`src/rtl/detect_event_logger.sv`:
```
// rtl/detect_event_logger.sv - timestamps detector hits into a small FWFT FIFO with event counter and overflow flag
module detect_event_logger #(
    parameter int TS_WIDTH  = 16,
    parameter int DEPTH     = 4,
    parameter int CNT_WIDTH = 8
) (
    input  logic                     clk,
    input  logic                     reset,
    input  logic                     enable,
    input  logic                     clear,
    input  logic                     detect,
    output logic                     rd_valid,
    input  logic                     rd_ready,
    output logic [TS_WIDTH-1:0]      rd_data,
    output logic [$clog2(DEPTH):0]   fifo_level,
    output logic [CNT_WIDTH-1:0]     evt_count,
    output logic                     overflow
);

    localparam int AW = $clog2(DEPTH);
    localparam int LW = AW + 1;

    logic [TS_WIDTH-1:0] ts;
    logic [TS_WIDTH-1:0] mem [DEPTH];
    logic [AW-1:0]       wr_ptr;
    logic [AW-1:0]       rd_ptr;
    logic [AW-1:0]       rd_ptr_next;
    logic [LW-1:0]       level_next;
    logic [TS_WIDTH-1:0] head_next;
    logic                evt;
    logic                pop;
    logic                full;
    logic                push;
    logic                drop;

    assign rd_valid = (fifo_level != '0);

    // Decide push/pop/drop for this edge and precompute the head entry that rd_data
    // must show afterwards; a push landing in the new head slot is forwarded from ts.
    always_comb begin
        evt         = enable & detect;
        pop         = rd_valid & rd_ready;
        full        = (fifo_level == LW'(DEPTH));
        push        = evt & (~full | pop);
        drop        = evt & full & ~pop;
        rd_ptr_next = pop ? rd_ptr + AW'(1) : rd_ptr;
        level_next  = fifo_level + LW'(push) - LW'(pop);
        head_next   = (push && (wr_ptr == rd_ptr_next)) ? ts : mem[rd_ptr_next];
    end

    // Entry storage; no reset needed since occupancy gates every read.
    always_ff @(posedge clk) begin
        if (!reset && !clear && push) begin
            mem[wr_ptr] <= ts;
        end
    end

    // Timestamp, pointers, occupancy, registered head, event counter and sticky overflow.
    always_ff @(posedge clk) begin
        if (reset) begin
            ts         <= '0;
            wr_ptr     <= '0;
            rd_ptr     <= '0;
            fifo_level <= '0;
            rd_data    <= '0;
            evt_count  <= '0;
            overflow   <= 1'b0;
        end else if (clear) begin
            // rd_data keeps its last value, as it does whenever the FIFO is empty
            ts         <= '0;
            wr_ptr     <= '0;
            rd_ptr     <= '0;
            fifo_level <= '0;
            evt_count  <= '0;
            overflow   <= 1'b0;
        end else begin
            if (enable) begin
                ts <= ts + TS_WIDTH'(1);
            end
            if (push) begin
                wr_ptr <= wr_ptr + AW'(1);
            end
            rd_ptr     <= rd_ptr_next;
            fifo_level <= level_next;
            if (level_next != '0) begin
                rd_data <= head_next;
            end
            if (evt && (evt_count != '1)) begin
                evt_count <= evt_count + CNT_WIDTH'(1);
            end
            if (drop) begin
                overflow <= 1'b1;
            end
        end
    end

endmodule

```
`config.mk`:
```
export PLATFORM = sky130hd
export DESIGN_NAME = detect_event_logger
export DESIGN_NICKNAME = d
export VERILOG_FILES = /design/src/rtl/detect_event_logger.sv
export SDC_FILE = /design/constraint.sdc
export NUM_CORES = 1
export LEC_CHECK = 0
export CELL_PAD_IN_SITES_DETAIL_PLACEMENT = 1
export CELL_PAD_IN_SITES_GLOBAL_PLACEMENT = 1
export CORE_MARGIN = 1
export CORE_UTILIZATION = 50
export DETAILED_ROUTE_END_ITERATION = 16
export PLACE_DENSITY = 0.81
export SYNTH_ARGS = -nofsm -noshare
export SYNTH_HDL_FRONTEND = slang
export SYNTH_SLANG_ARGS = --single-unit
```
`constraint.sdc`:
```
create_clock -name clk -period 6 [get_ports clk]
set_input_delay 1.2 -clock clk [delete_from_list [all_inputs] [get_ports clk]]
set_output_delay 1.2 -clock clk [all_outputs]
set_load 0.1 [all_outputs]
```
==> run summary <==
Syn Nets: 531
Setup ws final: 1.08 ns
Crit-path max FO: 16
Cell Area, Synth: 5100 um2
Hold buffer count at cts: 0
Clk sinks: 112
Tmin final: 4.92 ns
GRT met1 Usage: 34.5%
Layout cells sized above 1: 6.13%
RSZ-0062 raised after global routing: false
RePlAce Congestion: 0.828
# diodes: 0
Worst Skew: 0.0202 ns
Row cnt: 36
Total of max-cap violations: 0
Most used flip-flop cell after synthesis: edfxtp_1
Number of detailed-route iterations in the first pass: 4
H-tree levels: 3
Vias in the first global route: 4083
1st-iter DRT viols: 226
Area Growth Syn to Fin: 11.7%
Post-CTS Setup Bufs: 0
Largest net degree at the start of global routing: 52
Crit path kind: input pin to flip-flop
Input/output buffers: 34
Max Buffers Root-to-Sink: 2
Grt met2 use: 46.7%
Synth async-reset ratio: 0%
Dpl hpwl: 8470 um
Setup TNS: 0 ns
Max Slew Vio Count: 0
Drt wl/cell: 19.8 um
Clock transition at the registers of the reported paths: 0.11 ns
Min-Delay Path Class: flip-flop to flip-flop
Total CTS buffers: 9
Fin crit share: 82.1%
Die Y-Extent: 103 um
Syn Inst Count: 516
Setup crit start kind: input pin
Maximum VDD drop: 0.000144 V
Outcome: finished, final reports clean
Floorplan core area: 9820 um2
Arrival time worst endpoint: 5.24 ns
Initial Util: 51.9%
Fmax achieved: 203 MHz
Post-Syn Area per Cell: 9.89 um2
Remaining global-route overflow: 0
#FFs+latches synth: 112
CTS Root Cell: clkbuf_8
First-pass GRT wire length: 21200 um
Die area: 10600 um2
PostCTS Resize Cnt: 0
CP Capture Type: flip-flop
WL final: 13300 um
DRC: 0
CTS tree: yes
GR peak layer: met2
Antenna Nets Post-Route: 0
Leakage power: 2.04 nW
Ys Warns: 0
Final setup fails: 0
Via count: 4042
Tightest Pin Transition: 1.23 ns
Critical Path RT: 6.31 ns
Initial antenna violation count: 0
Die X: 103 um
Vias per cell: 6.02
Number of synthesized flops with an enable pin: 64
Yosys cell types: 36
Slew margin rel.: 17.9%
Final hold viol count: 0
Setup WS pre-CTS: 0.738 ns
Total GRT Usage: 27.0%
M3 GR Usage: 3.25%
Top-Level Pins: 35
Layout Nets: 548
Power Dens Cells: 250 nW/um2
Worst-skew pair later-pin latency: 0.38 ns
Sequential share of the synthesized area: 56.5%
routing by layer:
layer | vias to the layer above | wire length [um]
met1 | 2026 | 5460
met2 | 102 | 6870
met5 | - | 0
met3 | 27 | 755
met4 | 0 | 237
li1 | 1887 | -
sequential cells by signal, indices dropped and copies added (netlist names):
signal and cells:
ts 16, overflow 1, rd_ptr 2, wr_ptr 2, rd_data 16, fifo_level 3, evt_count 8, mem 64
logic make-up after synthesis:
logic type / count (synthesis) / share of synthesized area [%]
buffers and inverters: 42 / 3.53
XOR/XNOR: 23 / 3.95
AND/OR/NAND/NOR: 261 / 24.1
AO/OA/AOI/OAI: 67 / 9.20
flip-flops: 112 / 56.5
multiplexers: 2 / 0.392
adder cells (fa/ha/maj): 9 / 2.35
synthesized netlist by cell type, types with 2 or more instances:
library cell	n	area (um2)
and2_1	3	18.8
a221o_1	16	160
nor2b_1	3	18.8
xnor2_1	8	70.1
nand4_1	24	150
or3_1	7	43.8
inv_1	6	22.5
a21oi_1	40	200
edfxtp_1	64	1920
buf_6	2	22.5
xor2_1	15	131
ha_1	8	100
and3_1	8	50.1
o21ai_0	5	25.0
clkbuf_1	29	109
nand2_1	79	297
or2_2	2	12.5
nand3_1	66	330
nor2_1	48	180
dfxtp_1	48	961
buf_2	2	10.0
nor3_1	18	90.1
mux2i_1	2	20.0
metrics by stage:
stage / total power, W / std cells / utilization [%] / area (um2) / hold slack (ns)
global placement: 0.00101 / 655 / 56.2 / 5520 / 0.448
detailed placement: 0.00101 / 655 / 56.2 / 5520 / 0.467
finish: 0.00143 / 671 / 58.0 / 5700 / 0.488
global route: 0.00146 / 671 / 58.0 / 5700 / 0.500
CTS: 0.00142 / 671 / 58.0 / 5700 / 0.492
floorplan: 0.000969 / 516 / - / 5100 / 0.503
layout make-up:
class	count	area [um2]
sequential	112	2880
clock inverter	5	40.0
clock buffer	11	141
inverter	8	35.0
multi-input combinational	362	2050
timing repair buffer	40	385
fill	1131	4120
tap	133	166
path summary, 6_finish.rpt:
check | start | end | slack [ns] | cells after the start
worst min register to register | overflow$_SDFFE_PP0P_ | overflow$_SDFFE_PP0P_ | 0.49 | 1
worst max register to register | fifo_level[1]$_SDFF_PP0_ | rd_data[14]$_SDFFE_PP0P_ | 2.06 | 13
worst max-delay path | enable | rd_data[14]$_SDFFE_PP0P_ | 1.08 | 14
worst min-delay path | overflow$_SDFFE_PP0P_ | overflow$_SDFFE_PP0P_ | 0.49 | 1
layout by cell type (no fill, tap or decap), drive strengths merged:
master and instances:
a21oi 40, a221o 16, a311oi 1, a41oi 1, and2 3, and3 8, and4 1, buf 6
clkbuf 11, clkdlybuf4s50 34, clkinv 4, dfxtp 48, edfxtp 64, fa 1, ha 8, inv 9
mux2i 2, nand2 79, nand3 66, nand4 24, nor2 48, nor2b 4, nor3 18, o2111ai 1
o21a 1, o21ai 5, o31ai 1, o32a 1, or2 2, or3 7, or4b 1, xnor2 8
xor2 15
power by group:
group          total [W]  switching (W)  internal [W]
Combinational   0.000176       0.000131     0.0000443
Clock           0.000428       0.000261      0.000167
Sequential      0.000822      0.0000102      0.000812
critical path, cell delays in order:
cell             delay, ns
clkdlybuf4s50_1       0.66
nand2_1               0.19
nor2b_4               0.28
clkinv_4              0.11
ha_1                  0.31
inv_1                 0.05
ha_1                  0.18
fa_1                  0.37
xnor2_1               0.15
xnor2_1               0.19
nand2_1               0.17
nand3_1               0.10
nor2_1                0.95
a221o_1               0.31
No activity file was read; power rests on OpenSTA's default activity.
